<file path="config.mk">
export PLATFORM = sky130hd
export DESIGN_NAME = bus_controller3_flat
export DESIGN_NICKNAME = d
export VERILOG_FILES = /design/src/rtl/bus_controller3_if.sv /design/src/rtl/bus_controller3.sv /design/src/flat_wrapper.sv
export SDC_FILE = /design/constraint.sdc
export NUM_CORES = 1
export LEC_CHECK = 0
export ABC_AREA = 0
export BUFFER_PORTS_ARGS = -buffer_cell sky130_fd_sc_hd__buf_2
export CAP_MARGIN = 40
export CORE_MARGIN = 3
export CORE_UTILIZATION = 23
export DETAILED_ROUTE_END_ITERATION = 6
export PLACE_DENSITY = 0.38
export SLEW_MARGIN = 20
export SYNTH_ARGS = -nofsm -noshare
export SYNTH_HDL_FRONTEND = slang
export SYNTH_SLANG_ARGS = --single-unit
</file>
<file path="constraint.sdc">
create_clock -name clk -period 2.6 [get_ports clk]
set_input_delay 0.26 -clock clk [delete_from_list [all_inputs] [get_ports clk]]
set_output_delay 0.26 -clock clk [all_outputs]
set_load 0.1 [all_outputs]
</file>
<file path="src/rtl/bus_controller3_if.sv">
// Bus handshake bundle between the three memory-side requesters and the arbiter.
// master: requester side (drives requests and shared busy); slave: arbiter side.
interface bus_controller3_if;
  logic bus_reqcyc1;
  logic bus_reqcyc2;
  logic bus_reqcyc3;
  logic bus_grant1;
  logic bus_grant2;
  logic bus_grant3;
  logic bus_busy;

  modport master (
    output bus_reqcyc1, bus_reqcyc2, bus_reqcyc3, bus_busy,
    input  bus_grant1, bus_grant2, bus_grant3
  );

  modport slave (
    input  bus_reqcyc1, bus_reqcyc2, bus_reqcyc3, bus_busy,
    output bus_grant1, bus_grant2, bus_grant3
  );
endinterface

</file>
<file path="src/rtl/bus_controller3.sv">
// Three-requester round-robin bus arbiter (walker=1, load=2, store=3).
// One-hot registered grant held for the owner's transaction, a forced dead
// cycle between owners, and an optional timeout for grants never used.
module bus_controller3 #(
  parameter int GRANT_TIMEOUT = 16,
  parameter int CNT_WIDTH     = 5
) (
  input  logic           clk,
  input  logic           reset,
  bus_controller3_if.slave bus
);

  typedef enum logic [1:0] {IDLE, GRANTED, GAP} state_t;

  state_t               state_q;
  logic [2:0]           grant_q;
  logic [1:0]           last_q;    // index of last owner, 0..2 (2 = requester 3)
  logic                 seen_q;    // owner has raised bus_busy during this grant
  logic [CNT_WIDTH-1:0] timer_q;
  logic [CNT_WIDTH-1:0] timer_d;

  logic [2:0] req;
  logic [2:0] win_oh;
  logic [1:0] win_idx;
  logic       win_vld;
  logic       own_req;
  logic       timeout_c;
  logic       release_c;

  assign req = {bus.bus_reqcyc3, bus.bus_reqcyc2, bus.bus_reqcyc1};

  assign bus.bus_grant1 = grant_q[0];
  assign bus.bus_grant2 = grant_q[1];
  assign bus.bus_grant3 = grant_q[2];

  // Index visited k-th when searching round-robin after 'last'.
  function automatic logic [1:0] rr_idx(input logic [1:0] last, input int k);
    int s;
    s = int'(last) + 1 + k;
    return 2'(s % 3);
  endfunction

  // Round-robin winner search starting just past the last owner.
  always_comb begin
    win_vld = 1'b0;
    win_idx = 2'd0;
    for (int k = 0; k < 3; k++) begin
      if (!win_vld && req[rr_idx(last_q, k)]) begin
        win_vld = 1'b1;
        win_idx = rr_idx(last_q, k);
      end
    end
    win_oh = 3'(3'b001 << win_idx);
  end

  // Release conditions evaluated while GRANTED; timer saturates.
  always_comb begin
    timer_d   = (timer_q == '1) ? timer_q : timer_q + 1'b1;
    own_req   = |(req & grant_q);
    timeout_c = (GRANT_TIMEOUT != 0) && !seen_q &&
                (timer_q == CNT_WIDTH'(GRANT_TIMEOUT - 1));
    release_c = (seen_q && !bus.bus_busy) ||
                (!seen_q && !own_req && !bus.bus_busy) ||
                timeout_c;
  end

  // Arbiter FSM with registered grants. GAP holds all grants low for one
  // cycle and arbitrates in that same cycle, so the next owner's grant
  // appears two cycles after the release condition with one dead cycle.
  always_ff @(posedge clk or posedge reset) begin
    if (reset) begin
      state_q <= IDLE;
      grant_q <= '0;
      last_q  <= 2'd2;
      seen_q  <= 1'b0;
      timer_q <= '0;
    end else begin
      case (state_q)
        IDLE, GAP: begin
          grant_q <= '0;
          if (win_vld && !bus.bus_busy) begin
            state_q <= GRANTED;
            grant_q <= win_oh;
            last_q  <= win_idx;
            seen_q  <= 1'b0;
            timer_q <= '0;
          end else begin
            state_q <= IDLE;
          end
        end
        GRANTED: begin
          seen_q  <= seen_q | bus.bus_busy;
          timer_q <= timer_d;
          if (release_c) begin
            grant_q <= '0;
            state_q <= GAP;
          end
        end
        default: begin
          state_q <= IDLE;
          grant_q <= '0;
        end
      endcase
    end
  end

endmodule

</file>
<file path="src/flat_wrapper.sv">
// flat-port wrapper written by rule: the top's interface ports become plain ports
module bus_controller3_flat 
#(
  parameter int GRANT_TIMEOUT = 16,
  parameter int CNT_WIDTH     = 5
)
  (clk, reset, bus_bus_reqcyc1, bus_bus_reqcyc2, bus_bus_reqcyc3, bus_bus_busy, bus_bus_grant1, bus_bus_grant2, bus_bus_grant3);
  bus_controller3_if bus_i ();
  input  logic clk;
  input  logic reset;
  input wire logic [$bits(bus_i.bus_reqcyc1)-1:0] bus_bus_reqcyc1;
  input wire logic [$bits(bus_i.bus_reqcyc2)-1:0] bus_bus_reqcyc2;
  input wire logic [$bits(bus_i.bus_reqcyc3)-1:0] bus_bus_reqcyc3;
  input wire logic [$bits(bus_i.bus_busy)-1:0] bus_bus_busy;
  output wire logic [$bits(bus_i.bus_grant1)-1:0] bus_bus_grant1;
  output wire logic [$bits(bus_i.bus_grant2)-1:0] bus_bus_grant2;
  output wire logic [$bits(bus_i.bus_grant3)-1:0] bus_bus_grant3;
  assign bus_i.bus_reqcyc1 = bus_bus_reqcyc1;
  assign bus_i.bus_reqcyc2 = bus_bus_reqcyc2;
  assign bus_i.bus_reqcyc3 = bus_bus_reqcyc3;
  assign bus_i.bus_busy = bus_bus_busy;
  assign bus_bus_grant1 = bus_i.bus_grant1;
  assign bus_bus_grant2 = bus_i.bus_grant2;
  assign bus_bus_grant3 = bus_i.bus_grant3;
  bus_controller3 #(.GRANT_TIMEOUT(GRANT_TIMEOUT), .CNT_WIDTH(CNT_WIDTH)) u_core (.clk(clk), .reset(reset), .bus(bus_i));
endmodule
</file>
==> run_summary.xml <==
<?xml version="1.0" encoding="UTF-8"?>
<metrics>
  <group name="cts">
    <metric name="post_cts_resized" unit="">0</metric>
    <metric name="cts-root-buf" unit="">sky130_fd_sc_hd__clkbuf_4</metric>
    <metric name="cts_buffer_depth" unit="">2</metric>
    <metric name="tritoncts" unit="">done</metric>
    <metric name="inserted_clock_buffers" unit="">3</metric>
    <metric name="clk_latency" unit="ns">0.27</metric>
    <metric name="postCtsSetupRepairBufs" unit="">0</metric>
    <metric name="cts.clk_slew.worst_paths" unit="ns">0.09</metric>
    <metric name="cts_sink_count" unit="">13</metric>
    <metric name="postCtsHoldBufs" unit="">0</metric>
    <metric name="clock_tree.htree_level_count" unit="">1</metric>
  </group>
  <group name="timing">
    <metric name="worst_slew_pin_slew" unit="ns">0.519</metric>
    <metric name="layout_worst_path_cycle_share" unit="">0.835</metric>
    <metric name="timing.max_slew.rel_slack" unit="">0.653</metric>
    <metric name="final-hold-violation-count" unit="">2</metric>
    <metric name="timing.final.crit_period" unit="ns">2.17</metric>
    <metric name="setup_viol_count_final" unit="">0</metric>
    <metric name="grt_setup_unrepaired" unit="">no</metric>
    <metric name="fmax" unit="MHz">461</metric>
    <metric name="final.setup.tns" unit="ns">0</metric>
    <metric name="final.hold.worst_slack" unit="ns">-0.00164</metric>
    <metric name="worst_clock_skew" unit="ns">0.00341</metric>
    <metric name="final_worst_path_setup_slack" unit="ns">0.429</metric>
    <metric name="slew_viol_final" unit="">0</metric>
  </group>
  <group name="detailed_routing">
    <metric name="detail-route-antenna-nets" unit="">0</metric>
    <metric name="vias" unit="">624</metric>
    <metric name="initialDrtViolationCount" unit="">33</metric>
    <metric name="detailed_route_wire_length_per_cell" unit="um">11.9</metric>
    <metric name="avgViaCountPerCell" unit="">4.52</metric>
    <metric name="detailedRoute.firstPassIterationCount" unit="">5</metric>
    <metric name="detail_route.wirelength" unit="um">1650</metric>
    <metric name="drc" unit="">0</metric>
  </group>
  <group name="worst_setup_path">
    <metric name="timing.critical_path.cells" unit="">inv_1, ha_1, a22o_2, a211oi_2, a31oi_2, o21a_1, or2_1</metric>
    <metric name="setup.worst_path.start" unit="">u_core.last_q[1]</metric>
    <metric name="cp_data_arrival_time" unit="ns">2.34</metric>
    <metric name="worst_r2r_startpoint" unit="">u_core.last_q[1]</metric>
    <metric name="crit_path_end_kind" unit="">register</metric>
    <metric name="timing.critical_path.buf_inv" unit="">1</metric>
    <metric name="path_max_fanout" unit="">10</metric>
    <metric name="worst_setup_path_start_kind" unit="">register</metric>
    <metric name="crit_required" unit="ns">2.77</metric>
    <metric name="timing.setup.critical_path_class" unit="">reg2reg</metric>
    <metric name="worst_path_max_delay_cell" unit="">sky130_fd_sc_hd__dfstp_2</metric>
    <metric name="slowest_delay" unit="ns">0.57</metric>
    <metric name="path_delay_family" unit="">compound AO/OA/AOI/OAI gates</metric>
  </group>
  <group name="power">
    <metric name="power.combinational.fraction" unit="">0.553</metric>
    <metric name="power.sequential.fraction" unit="">0.321</metric>
    <metric name="total_power" unit="uW">1050</metric>
    <metric name="intPower" unit="uW">547</metric>
    <metric name="p_leak" unit="uW">0.000424</metric>
    <metric name="pwr-share-clk" unit="">0.126</metric>
    <metric name="power_per_cell_area" unit="nW/um2">1150</metric>
    <metric name="peakVddDrop" unit="mV">0.323</metric>
    <metric name="p_sw" unit="uW">499</metric>
    <metric name="power_switching_share" unit="">0.477</metric>
  </group>
  <group name="finish">
    <metric name="nNetsFinal" unit="">108</metric>
    <metric name="commonest_non_fill_non_tap_cells_in_the_layout" unit="">sky130_fd_sc_hd__dfrtp_1 (12), sky130_fd_sc_hd__nand2_1 (10), sky130_fd_sc_hd__buf_2 (8)</metric>
    <metric name="num_antenna_cells" unit="">0</metric>
    <metric name="layout-drive-gt1-share" unit="">0.191</metric>
    <metric name="post-route-util" unit="">0.287</metric>
    <metric name="layout_commonest_cell" unit="">sky130_fd_sc_hd__dfrtp_1</metric>
    <metric name="area.growth.synth_to_final" unit="%">13.7</metric>
    <metric name="final.fill_count" unit="">348</metric>
  </group>
  <group name="yosys">
    <metric name="synth_area_leaders" unit="">sky130_fd_sc_hd__dfrtp_1 (37%), sky130_fd_sc_hd__ha_1 (11%), sky130_fd_sc_hd__nand2_1 (4.7%)</metric>
    <metric name="yosysWarnings" unit="">0</metric>
    <metric name="ys_seq_elements" unit="">13</metric>
    <metric name="cell_area_after_synthesis" unit="um2">802</metric>
    <metric name="synth.net_count" unit="">96</metric>
    <metric name="area_fraction_of_the_dominant_cell_type_after_synthesis" unit="">0.374</metric>
    <metric name="synth.avg_cell_area" unit="um2">9.66</metric>
    <metric name="post_synth_num_cell_types" unit="">33</metric>
    <metric name="postSynth.topFlopCell" unit="">sky130_fd_sc_hd__dfrtp_1</metric>
    <metric name="postSynthCellCount" unit="">83</metric>
    <metric name="yosysTopAreaCell" unit="">sky130_fd_sc_hd__dfrtp_1</metric>
    <metric name="synthArstFlopShare" unit="">1.00</metric>
    <metric name="synth-edff-count" unit="">0</metric>
    <metric name="seq_area_frac_synth" unit="">0.407</metric>
  </group>
  <group name="grt">
    <metric name="maximum_number_of_pins_on_one_net_before_global_route_repair" unit="">14</metric>
    <metric name="first_global_vias" unit="">616</metric>
    <metric name="grt_util_all_layers" unit="">0.0877</metric>
    <metric name="antenna_found_initial" unit="">0</metric>
    <metric name="grt-ovfl-total" unit="">0</metric>
    <metric name="grt_first_pass_wirelength" unit="um">2880</metric>
  </group>
  <group name="outcome">
    <metric name="run_status" unit="">complete, but fails checks</metric>
    <metric name="violations_in_the_final_reports" unit="">hold timing</metric>
  </group>
  <group name="floorplanning">
    <metric name="floorplan.initialDensity" unit="">0.252</metric>
    <metric name="dieHeight" unit="um">65.1</metric>
    <metric name="std_cell_rows" unit="">20</metric>
    <metric name="die_x" unit="um">65.1</metric>
    <metric name="io-pin-count" unit="">9</metric>
    <metric name="design.die.area" unit="um2">4230</metric>
    <metric name="design.core.area" unit="um2">3180</metric>
  </group>
  <group name="hold_path">
    <metric name="timing.hold.worst.class" unit="">in2async</metric>
  </group>
  <group name="placement">
    <metric name="routabilityCongestion" unit="">0.722</metric>
    <metric name="port-buffer-count" unit="">8</metric>
    <metric name="detailed_place_hpwl" unit="um">1260</metric>
    <metric name="place_worst_setup_slack" unit="ns">0.451</metric>
  </group>
  <group name="run">
    <metric name="max-cap-violations" unit="">0</metric>
  </group>
</metrics>
## synthesized netlist by cell type (2+ instances only)
master	n
sky130_fd_sc_hd__a21oi_1	2
sky130_fd_sc_hd__o22ai_1	2
sky130_fd_sc_hd__inv_1	7
sky130_fd_sc_hd__o21ai_0	6
sky130_fd_sc_hd__ha_1	7
sky130_fd_sc_hd__dfrtp_1	12
sky130_fd_sc_hd__nand2_1	10
sky130_fd_sc_hd__o21a_1	2
sky130_fd_sc_hd__nand2b_1	3
sky130_fd_sc_hd__xor2_1	2
sky130_fd_sc_hd__nor2b_1	2
sky130_fd_sc_hd__nor2_1	7
## power by group through the flow
stage	registers (uW)	logic (uW)	clock network [uW]
finish	336	578	132
global route	346	641	149
CTS	336	586	138
detailed placement	341	584	0
global placement	340	587	0
floorplan	444	377	0
## worst paths after layout
check / cells past startpoint / endpoint / slack, ns
min in group clk: 3 / u_core.seen_q / 0.25
worst min register to register: 2 / u_core.grant_q[1] / 0.53
max in group asynchronous: 2 / u_core.last_q[1] / 2.24
worst max register to register: 7 / u_core.state_q[0] / 0.43
worst min-delay path: 2 / u_core.last_q[0] / -0.002
worst max-delay path: 7 / u_core.state_q[0] / 0.43
## area by class of cell
cell class,count,area [um2],area share
clock buffer,4,26.3,0.0288
inverter,7,26.3,0.0288
multi-input combinational,62,438,0.480
sequential,13,327,0.358
tap,44,55.1,0.0604
timing repair buffer,8,40.0,0.0439
## kinds of logic (layout without fill, tap and decap cells)
family | after synthesis | count (layout) | synth area share
AND/OR/NAND/NOR | 29 | 29 | 0.176
buffers and inverters | 8 | 19 | 0.0468
flip-flops | 13 | 13 | 0.407
AO/OA/AOI/OAI | 22 | 22 | 0.207
adder cells (fa/ha/maj) | 7 | 7 | 0.109
XOR/XNOR | 2 | 2 | 0.0218
multiplexers | 2 | 2 | 0.0312
## flip-flops by register name, summed over array words and instances (netlist names)
name and cells:
u_core.grant_q 3, u_core.last_q 2, u_core.seen_q 1, u_core.state_q 2, u_core.timer_q 5
## worst reg2reg max path, delay by kind of cell (launching register included)
family                   cells  cell delay [ns]
AND/OR/NAND/NOR              1             0.26
flip-flops                   1             0.57
adder cells (fa/ha/maj)      1             0.23
buffers and inverters        1             0.06
AO/OA/AOI/OAI                4             0.95
## per-layer routing
layer / vias to the layer above / global-route usage / wire, um
met4: 0 / 0.0311 / 13
met1: 298 / 0.116 / 834
met5: - / 0 / 0
met2: 8 / 0.138 / 734
met3: 2 / 0.0225 / 66
li1: 316 / - / -
## per-stage QoR
step / cell area (um2) / std cells
finish: 912 / 138
global route: 912 / 138
CTS: 912 / 138
detailed placement: 886 / 134
global placement: 886 / 134
floorplan: 802 / 83
Note: power is estimated with default switching activity, not from simulation.
